[config.mk]
export PLATFORM = sky130hd
export DESIGN_NAME = uart_rx_byte
export DESIGN_NICKNAME = d
export VERILOG_FILES = /design/src/rtl/uart_rx_byte.sv
export SDC_FILE = /design/constraint.sdc
export NUM_CORES = 1
export LEC_CHECK = 0
export CORE_MARGIN = 2
export CORE_UTILIZATION = 45
export CTS_CLUSTER_SIZE = 16
export DETAILED_ROUTE_END_ITERATION = 10
export HOLD_SLACK_MARGIN = 0.03
export PLACE_DENSITY_LB_ADDON = 0.25
export SYNTH_ARGS = -nofsm -noshare
export SYNTH_HDL_FRONTEND = slang
export SYNTH_SLANG_ARGS = --single-unit
[constraint.sdc]
create_clock -name Clock -period 2 [get_ports Clock]
set_input_delay 0.4 -clock Clock [delete_from_list [all_inputs] [get_ports Clock]]
set_output_delay 0.4 -clock Clock [all_outputs]
set_load 0.05 [all_outputs]
[src/rtl/uart_rx_byte.sv]
// ============================================================================
// uart_rx_byte : 8N1 UART receiver that strobes each good byte onto uart_in/uart_rw
// Revision     : 1.0  initial release
// ============================================================================
`default_nettype none

module uart_rx_byte #(
    parameter int CLKS_PER_BIT = 868
) (
    input  logic       Clock,
    input  logic       rst_n,
    input  logic       rx,
    output logic [7:0] uart_in,
    output logic       uart_rw,
    output logic       frame_err,
    output logic       rx_busy
);

    localparam logic [2:0] IDLE     = 3'd0;
    localparam logic [2:0] START    = 3'd1;
    localparam logic [2:0] DATA     = 3'd2;
    localparam logic [2:0] STOP     = 3'd3;
    localparam logic [2:0] BRK_WAIT = 3'd4;

    localparam logic [15:0] HALF_M1 = 16'(CLKS_PER_BIT / 2 - 1);
    localparam logic [15:0] BIT_END = 16'(CLKS_PER_BIT - 1);

    logic        rx_meta_q, rx_s_q;
    logic [2:0]  state_q, state_d;
    logic [15:0] cnt_q, cnt_d;
    logic [2:0]  bit_idx_q, bit_idx_d;
    logic [7:0]  shift_q, shift_d;
    logic [7:0]  uart_in_q, uart_in_d;
    logic        uart_rw_q, uart_rw_d;
    logic        frame_err_q, frame_err_d;

    always_comb begin
        state_d     = state_q;
        cnt_d       = cnt_q;
        bit_idx_d   = bit_idx_q;
        shift_d     = shift_q;
        uart_in_d   = uart_in_q;
        uart_rw_d   = 1'b0;
        frame_err_d = 1'b0;
        case (state_q)
            IDLE: begin
                if (!rx_s_q) begin
                    state_d = START;
                    cnt_d   = 16'd0;
                end
            end
            START: begin
                // Mid start bit: a high line here means the falling edge was a glitch
                if (cnt_q == HALF_M1) begin
                    cnt_d     = 16'd0;
                    bit_idx_d = 3'd0;
                    state_d   = rx_s_q ? IDLE : DATA;
                end else begin
                    cnt_d = cnt_q + 16'd1;
                end
            end
            DATA: begin
                if (cnt_q == BIT_END) begin
                    shift_d   = {rx_s_q, shift_q[7:1]};
                    cnt_d     = 16'd0;
                    bit_idx_d = bit_idx_q + 3'd1;
                    if (bit_idx_q == 3'd7) begin
                        state_d = STOP;
                    end
                end else begin
                    cnt_d = cnt_q + 16'd1;
                end
            end
            STOP: begin
                if (cnt_q == BIT_END) begin
                    cnt_d = 16'd0;
                    if (rx_s_q) begin
                        uart_in_d = shift_q;
                        uart_rw_d = 1'b1;
                        state_d   = IDLE;
                    end else begin
                        frame_err_d = 1'b1;
                        state_d     = BRK_WAIT;
                    end
                end else begin
                    cnt_d = cnt_q + 16'd1;
                end
            end
            BRK_WAIT: begin
                if (rx_s_q) begin
                    state_d = IDLE;
                end
            end
            default: begin
                state_d = IDLE;
            end
        endcase
    end

    always_ff @(posedge Clock or negedge rst_n) begin
        if (!rst_n) begin
            rx_meta_q   <= 1'b1;
            rx_s_q      <= 1'b1;
            state_q     <= IDLE;
            cnt_q       <= 16'd0;
            bit_idx_q   <= 3'd0;
            shift_q     <= 8'h00;
            uart_in_q   <= 8'h00;
            uart_rw_q   <= 1'b0;
            frame_err_q <= 1'b0;
        end else begin
            rx_meta_q   <= rx;
            rx_s_q      <= rx_meta_q;
            state_q     <= state_d;
            cnt_q       <= cnt_d;
            bit_idx_q   <= bit_idx_d;
            shift_q     <= shift_d;
            uart_in_q   <= uart_in_d;
            uart_rw_q   <= uart_rw_d;
            frame_err_q <= frame_err_d;
        end
    end

    assign uart_in   = uart_in_q;
    assign uart_rw   = uart_rw_q;
    assign frame_err = frame_err_q;
    assign rx_busy   = (state_q != IDLE);

endmodule

`default_nettype wire

==> metrics <==
gr usage total=19.1%; Die Area=5280 sq um; first-pass GRT wire length=7.70 mm; worst hold slack=0.0803 ns; non-filler instance count after layout=276; Avg Cell Area, Syn=11.5 sq um; Hold Violations, Final=0; sequential share of the synthesized area=49.6%; Port Buffers=13; drt first pass iters=5; CTS tree=done; launching element type of the critical path=flop; Starting Density=47.7%; initial drt markers=75; Final Cell Area=2640 sq um; Setup crit start=cnt_q[1]; yosys warns=0; Rel. slew slack=64.0%; Post-synth EDFFs=0; Max FO, Critical Path=8; setup ws final=0.0460 ns; die width=72.7 microns; count leader, synth=dfrtp_1; pwr/cell area=590 nW/um^2; cell family with most CP delay=simple AND/OR/NAND/NOR gates; Tcrit/Tclk final=97.7%; largest family of logic cells by synthesized area=simple AND/OR/NAND/NOR gates; largest net degree at the start of global routing=23; DP Worst Slack=-0.0424 ns; Reg-to-Reg Start=cnt_q[1]; final core occ=59.3%; area delta synth->final=24.3%; Netlist cell types=45; Clock transition at path regs=0.08 ns; Fmax=512 MHz; compound-gate portion of the synthesized area=11.4%; post-DR vias/cell=5.65; initial antenna violation count=0; Post-DRT Antenna Nets=0; die height=72.7 microns; min cycle time layout=1.95 ns; share of cells above drive strength 1=31.7%; Clock Latency Late Sink=0.30 ns; crit-path cells=ha_2 > and4bb_2 > nand4_4 > buf_6 > nor3_4 > buf_12 > mux2_4; GRT overflow=0; Critical Path Stages=7; Post-route DRC=0; commonest register cell after synthesis=dfrtp_1; maximum vdd drop=0.000429 V; Setup CP Type=reg2reg; Hold Crit Class=in2async; final max-slew violation count=0; Post-synth ARST share=100%; Post-Route WL=4.40 mm; post-synth net total=192; crit path DAT=2.13 ns; Nets=230; Syn Std Cell Area=2120 sq um; Synth Area in Simple Gates=20.3%; status=finished clean; adder and majority cell fraction of the synthesized area=2.36%; core area=4440 sq um; io pins=14; r2r worst-path depth=7; Num CTS Buffers=5; Worst Path Buf+Inv=2; total of max-cap violations=0; share of the synthesized area in the top cell type=47.2%; critical path's slowest cell=dfrtp_1; post-synthesis cell count=185; static leakage=1.29 nW; Yosys top cell by area=dfrtp_1; Cell Area, Placed=2440 sq um; Final Setup Violations=0; Post-Place Cells=264; GPL Wtd Cong=0.813; CP Data Required Time=2.18 ns; clk_skew=0.00862 ns; clk sinks=42; Cell Rows=24; CP endpoint kind=flop; H-tree depth=2; leading cell types by total area after synthesis=dfrtp_1 47%, mux2_4 6.4%, mux2_2 4.2%, nand2_1 3.9%, dfstp_2 2.5%; total power=1.56 mW; dpl hpwl=3.16 mm; CP max stage delay=0.41 ns; vias in the first global route=1,636; post-synthesis mux area share=11.6%; ant diodes=0; Clock Tree Buf Depth=2; Seq cells post-synth=42; Post-Synth XOR/XNOR Area=1.24%; WL per Instance=15.9 microns; commonest cells in the netlist=40 x dfrtp_1, 22 x nand2_1, 9 x mux2_4, 9 x o21ai_0, 8 x mux2_2; RSZ-0062 raised after global routing=true; setup TNS=0 ns; CTS root buffer=clkbuf_8; Worst-Margin Slew=0.540 ns; via count=1,560
final cells by class:
| type | instances | area, sq um |
|---|---|---|
| clock buffer | 5 | 68.8 |
| clock inverter | 3 | 43.8 |
| fill | 372 | 1810 |
| inverter | 5 | 18.8 |
| multi-input combinational | 131 | 1050 |
| sequential | 42 | 1050 |
| tap | 52 | 65.1 |
| timing repair buffer | 38 | 339 |
sequential cells by signal (all words and copies together), names as in the netlist:
name       count
rx_meta_q      1
state_q        3
frame_err      1
uart_rw        1
bit_idx_q      3
shift_q        8
rx_s_q         1
uart_in        8
cnt_q         16
power by group:
group	internal [mW]	switching [mW]
sequential	0.852	0.00307
combinational	0.00740	0.0185
clock	0.374	0.300
kinds of logic after synthesis:
logic type	Yosys count
buffers and inverters	12
AO/OA/AOI/OAI	36
AND/OR/NAND/NOR	69
multiplexers	19
flip-flops	42
adder cells (fa/ha/maj)	4
XOR/XNOR	3
layer usage:
layer	part of all wire [%]	global-route usage, %
met3	3.9	5.94
met4	0.82	7.41
met2	52	32.2
met1	44	22.8
met5	0	0
what timing repair did:
item,CTS,global route
pin swaps,0,2
endpoints found under the hold margin,0,0
hold buffers,0,0
gates resized for setup,2,13
setup buffers,0,4
endpoints found under the setup margin,9,13
layout by cell type (no fill, tap or decap), drive strengths merged, types with 2 or more instances in the layout:
cell type      instances
dfrtp                 40
buf                   27
nand2                 22
mux2                  17
clkdlybuf4s50         11
o21ai                 10
nor2                   7
a21oi                  7
a31oi                  6
nand3                  6
inv                    6
clkbuf                 5
nand4                  5
and3                   5
or3                    4
nor3                   4
and4                   4
ha                     4
a22o                   4
xor2                   3
nor3b                  3
nor4                   2
nor2b                  2
nand2b                 2
a21o                   2
a41oi                  2
mux2i                  2
dfstp                  2
final timing paths:
path,to,slack [ns]
worst min-delay path,cnt_q[13],0.08
worst max register to register,shift_q[0],0.05
worst min register to register,rx_s_q,0.37
min in group Clock,rx_s_q,0.37
worst max-delay path,shift_q[0],0.05
max in group asynchronous,rx_s_q,1.34
Note: power is estimated with default switching activity, not from simulation.
==> patch 1, RTL diff (config.mk and constraints unchanged) <==
The output `frame_err` loses its register stage (`frame_err_q` becomes a continuous assignment).
--- a/src/rtl/uart_rx_byte.sv
+++ b/src/rtl/uart_rx_byte.sv
@@ -108,5 +108,4 @@
             uart_in_q   <= 8'h00;
             uart_rw_q   <= 1'b0;
-            frame_err_q <= 1'b0;
         end else begin
             rx_meta_q   <= rx;
@@ -118,7 +117,8 @@
             uart_in_q   <= uart_in_d;
             uart_rw_q   <= uart_rw_d;
-            frame_err_q <= frame_err_d;
         end
     end
+
+    assign frame_err_q = frame_err_d;
 
     assign uart_in   = uart_in_q;
Formal check against the unedited RTL: no difference found for any inputs over 10 cycles, from zero or initial values and one cycle with rst_n low; that may be too few to reach the edited logic, so the function may still have changed.
==> patch 1 against the unedited design <==
The run now ends with setup timing left. Design area is 5.1% higher. Maximum frequency fell by 12%. Sequential power is 2.6% lower. Register-to-register slack worse by 0.12 ns. Utilization increased by 3.5 points. Setup slack got worse by 0.27 ns. Clock power fell by 23%. Sequential share of layout area is 2.8 points lower. Count of clock-buffer cells in the layout grew 3. Power is 11% lower. Area after synthesis decreased by 1.2%. First-iteration DRC count fell by 21%. Wire length increased by 8.1%. Sequential cell count is 1 lower. Largest power group unchanged. Highest routed layer unchanged.
==> patch 1: results (changes against the unedited design) <==
| Metric | Value |
|---|---|
| P_int | `1.09 mW (-12%)` |
| Most frequent cells after synthesis | `dfrtp_1 (39), nand2_1 (22), mux2_4 (9), o21ai_0 (9), mux2_2 (8)` |
| Gr usage total | `0.175 (-0.0162)` |
| Vias in the first global route | `1565 (-4.3%)` |
| Post-Syn Nets | `191 (-0.52%)` |
| HPWL Detailed | `3.08 mm (-2.4%)` |
| Slew headroom | `0.637 (-0.00292)` |
| Peak VDD IR | `0.245 mV (-43%)` |
| Initial DRC count | `59 (-21%)` |
| Sequential share of the synthesized area | `0.490 (-0.00601)` |
| CP arrival | `1.82 ns (-0.31 ns)` |
| # Post-CTS Setup Buffers | `2 (+2)` |
| Setup Skew | `0.00749 ns (-0.00113 ns)` |
| Final setup fails | `21 (+21)` |
| Post-Place Worst Slack | `-0.0320 ns (+0.0104 ns)` |
| Cell with the largest stage delay on the worst path | `or4_4` |
| Cts repair resizes | `3 (+1)` |
| GR Layer Usage met1 | `0.222 (-0.00604)` |
| Met3 usage | `0.0375 (-0.0219)` |
| Status | `finished, violations left` |
| Vias per inst | `5.73 (+1.4%)` |
| Dominant cells by area after synthesis | `dfrtp_1 (47%), mux2_4 (6.4%), mux2_2 (4.3%)` |
| Met2 Use GR | `0.293 (-0.0297)` |
| DRT Wirelength | `4.75 mm (+8.1%)` |
| Max FO, Critical Path | `2 (-6)` |
| Layout cell share with drive strength beyond 1 | `0.384 (+0.0670)` |
| Failing checks | `setup timing` |
| Worst setup slack after layout | `-0.219 ns (-0.265 ns)` |
==> patch 1: power groups by stage <==
stage	clock [mW]	sequential [mW]	combinational, mW
floorplan	0	0.849	0.00477
global placement	0	0.849	0.0306
detailed placement	0	0.849	0.0312
CTS	0.532	0.833	0.0313
global route	0.559	0.833	0.0345
finish	0.518	0.833	0.0302
==> patch 1: path summary, 6_finish.rpt <==
check | endpoint | slack (ns) | cells after the start
max in group asynchronous | rx_s_q$_DFF_PN1_ | 1.33 | 2
setup reg to reg | shift_q[7]$_DFFE_PN0P_ | -0.07 | 7
hold reg to reg | rx_s_q$_DFF_PN1_ | 0.37 | 0
hold / removal | cnt_q[13]$_DFFE_PN0P_ | 0.09 | 1
min in group Clock | rx_s_q$_DFF_PN1_ | 0.37 | 0
setup / recovery | frame_err | -0.22 | 5
==> patch 1: area by class of cell <==
type,instances,area [um2]
clock buffer,8,80.1
sequential,41,1030
fill,343,1640
multi-input combinational,132,1130
timing repair buffer,51,449
tap,52,65.1
inverter,5,18.8
==> patch 1: stage by stage <==
step,power [mW],instances,cell area [um2]
after CTS,1.40,281,2580
after global placement,0.880,271,2480
after global routing,1.43,289,2770
final,1.38,289,2770
after floorplan,0.854,184,2110
after detailed placement,0.880,271,2480
==> patch 1: cells by family after synthesis <==
family | count (synthesis) | share of synthesized area
xor gates and xnor gates | 3 | 0.0125
AOI/OAI and AO/OA | 36 | 0.116
adders and majority gates | 4 | 0.0239
muxes | 19 | 0.117
and+or+nand+nor | 69 | 0.205
buffers and inverters | 12 | 0.0352
DFF | 41 | 0.490
==> patch 1: layer usage <==
metal / up-vias / routed length [um]
met5: - / 0
met4: 0 / 55
met3: 6 / 157
met2: 38 / 2340
met1: 833 / 2200
li1: 780 / -
==> patch 2, RTL diff (same settings) <==
Made on the original files. `CLKS_PER_BIT`: 868 -> 512.
--- a/src/rtl/uart_rx_byte.sv
+++ b/src/rtl/uart_rx_byte.sv
@@ -6,5 +6,5 @@
 
 module uart_rx_byte #(
-    parameter int CLKS_PER_BIT = 868
+    parameter int CLKS_PER_BIT = 512
 ) (
     input  logic       Clock,
Formal check against the unedited RTL: no difference found for any inputs over 10 cycles, from zero or initial values and one cycle with rst_n low; that may be too few to reach the edited logic, so the function may still have changed.
==> patch 2 against the unedited design <==
Count of clock-buffer cells in the layout is 1 higher. Sequential power is essentially flat. Design area down 3.0%. Non-clock buffer count rose by 5. Highest routed layer unchanged. Via count down 0.32%. Synthesized cell count shrank 2.2%. Maximum frequency fell by 1.2%. Setup slack got worse by 0.023 ns. Sequential cell count stayed put. Power down 7.4%. Wire length is 1.2% higher. Critical path type unchanged. Combinational power shrank 19%. Area after synthesis decreased by 8.1%.
==> patch 2: results (changes against the unedited design) <==
| Metric | Value |
|---|---|
| Status | `completed` |
| DR pass1 iterations | `5 (unchanged)` |
| Vias | `1555 (-0.32%)` |
| Setup Skew | `0.0102 ns (+0.00157 ns)` |
| Largest net degree at the start of global routing | `29 (+26%)` |
| # placed instances | `257 (-2.7%)` |
| Post-Syn Nets | `187 (-2.6%)` |
| FF-to-FF path depth | `6 (-1)` |
| Fin. max-slew vios | `0 (unchanged)` |
| I/O Buffers | `13 (unchanged)` |
| Max FO, Critical Path | `7 (-1)` |
| Final Wtd Congestion | `0.906 (+11%)` |
| Top reg by flops | `cnt_q` |
| Async SR Flop Fraction | `1.00 (unchanged)` |
| Lkg Pwr | `1.23 nW (-4.8%)` |
| Avg Inst Size Synth | `10.8 um2 (-6.0%)` |
| Antenna Diode Count | `0 (unchanged)` |
| Net Sw Power | `0.307 mW (-4.7%)` |
| CP arrival | `2.15 ns (+0.02 ns)` |
| Clk Tree Root Cell | `clkbuf_8` |
| Largest register FFs | `16 (unchanged)` |
| Post-route DRC violation count | `0 (unchanged)` |
| Finished Layout Cells | `277 (+0.36%)` |
| Clock latency at the later pin of the worst-skew pair | `~0.29 ns` |
| TritonCTS Buffers | `5 (unchanged)` |
| Cts repair resizes | `10 (+8)` |
| Reg clk slew, reported paths | `0.09 ns` |
| # Post-CTS Setup Buffers | `5 (+5)` |
| Synth warnings | `0 (unchanged)` |
| Dominant cells by area after synthesis | `dfrtp_1 (51%), mux2_2 (9.2%), nand2_1 (3.7%)` |
| Hold crit path type | `primary input to asynchronous set/reset pin` |
| Initial antenna violation count | `0 (unchanged)` |
| DRT Wirelength | `4.45 mm (+1.2%)` |
| # nets final | `232 (+0.87%)` |
| Most frequent cells after synthesis | `dfrtp_1 (40), nand2_1 (19), mux2_2 (16), o21ai_0 (13)` |
| HPWL Detailed | `2.94 mm (-6.9%)` |
| Layout cell share with drive strength beyond 1 | `0.330 (+0.0134)` |
| Clk buf depth | `2 (unchanged)` |
| CTS H-Tree Depth | `2 (unchanged)` |
| Initial DRC count | `90 (+20%)` |
| Post-synth cell types | `39 (-13%)` |
| First-pass GRT wire length | `7.71 mm (about the same)` |
| FILL cells | `333 (-10%)` |
| Gr usage total | `0.199 (+0.00827)` |
| Sequential share of the synthesized area | `0.540 (+0.0436)` |
| Peak VDD IR | `0.436 mV (+1.7%)` |
| Actual slew at the worst max-slew pin | `0.588 ns (+0.0488 ns)` |
| Vias in the first global route | `1653 (+1.0%)` |
==> patch 2: critical path, cell delays in order, from the launching register on <==
cell and delay [ns]:
dfrtp_1 0.39, or4_4 0.58, nor4_4 0.16, buf_6 0.21, nand2_8 0.09, buf_4 0.17
mux2_2 0.26
==> patch 2: layer usage <==
metal | up-vias | GRT usage | part of all wire
met2 | 47 | 0.324 | 0.51
li1 | 734 | - | -
met3 | 10 | 0.0509 | 0.038
met1 | 764 | 0.248 | 0.43
met4 | 0 | 0.0940 | 0.018
met5 | - | 0 | 0
==> patch 2: worst paths after layout <==
path	start	end	slack (ns)
max	cnt_q[13]$_DFFE_PN0P_	shift_q[2]$_DFFE_PN0P_	0.02
min reg2reg	rx_meta_q$_DFF_PN1_	rx_s_q$_DFF_PN1_	0.36
min	rst_n	bit_idx_q[0]$_DFFE_PN0P_	0.11
max reg2reg	cnt_q[13]$_DFFE_PN0P_	shift_q[2]$_DFFE_PN0P_	0.02
max in group asynchronous	rst_n	state_q[2]$_DFFE_PN0P_	1.26
min in group Clock	rx_meta_q$_DFF_PN1_	rx_s_q$_DFF_PN1_	0.36
==> patch 2: metrics by stage <==
stage | worst slack [ns] | hold slack [ns] | total power [mW] | TNS [ns] | instance area (um2)
2_1_floorplan | -0.102 | 0.104 | 0.872 | -1.95 | 1960
3_3_place_gp | -0.0961 | 0.349 | 0.893 | -0.871 | 2250
3_5_place_dp | -0.136 | 0.350 | 0.894 | -1.55 | 2250
4_1_cts | 0.00125 | 0.127 | 1.46 | 0 | 2450
5_1_grt | -0.0638 | 0.156 | 1.50 | -0.517 | 2560
6_report | 0.0228 | 0.110 | 1.44 | 0 | 2560
==> patch 2: power by group through the flow <==
stage,registers [mW],clock network (mW),logic (mW)
2_1_floorplan,0.869,0,0.00300
3_3_place_gp,0.871,0,0.0216
3_5_place_dp,0.871,0,0.0226
4_1_cts,0.855,0.580,0.0226
5_1_grt,0.856,0.622,0.0257
6_report,0.856,0.564,0.0211
==> patch 2: kinds of logic (layout without fill, tap and decap cells) <==
| group | count (synthesis) | count (layout) | synth area share |
|---|---|---|---|
| and+or+nand+nor | 64 | 65 | 0.176 |
| muxes | 19 | 19 | 0.108 |
| xor gates and xnor gates | 4 | 4 | 0.0180 |
| adders and majority gates | 3 | 3 | 0.0192 |
| DFF | 42 | 42 | 0.540 |
| AOI/OAI and AO/OA | 36 | 36 | 0.109 |
| buffers and inverters | 13 | 58 | 0.0295 |
==> patch 2: cell type report <==
class	count	area (um2)	area share
Sequential cell	42	1050	0.412
Multi-Input combinational cell	127	945	0.369
Timing Repair Buffer	43	377	0.147
Clock buffer	6	82.6	0.0323
Tap cell	50	62.6	0.0244
Inverter	7	26.3	0.0103
Clock inverter	2	12.5	0.00489
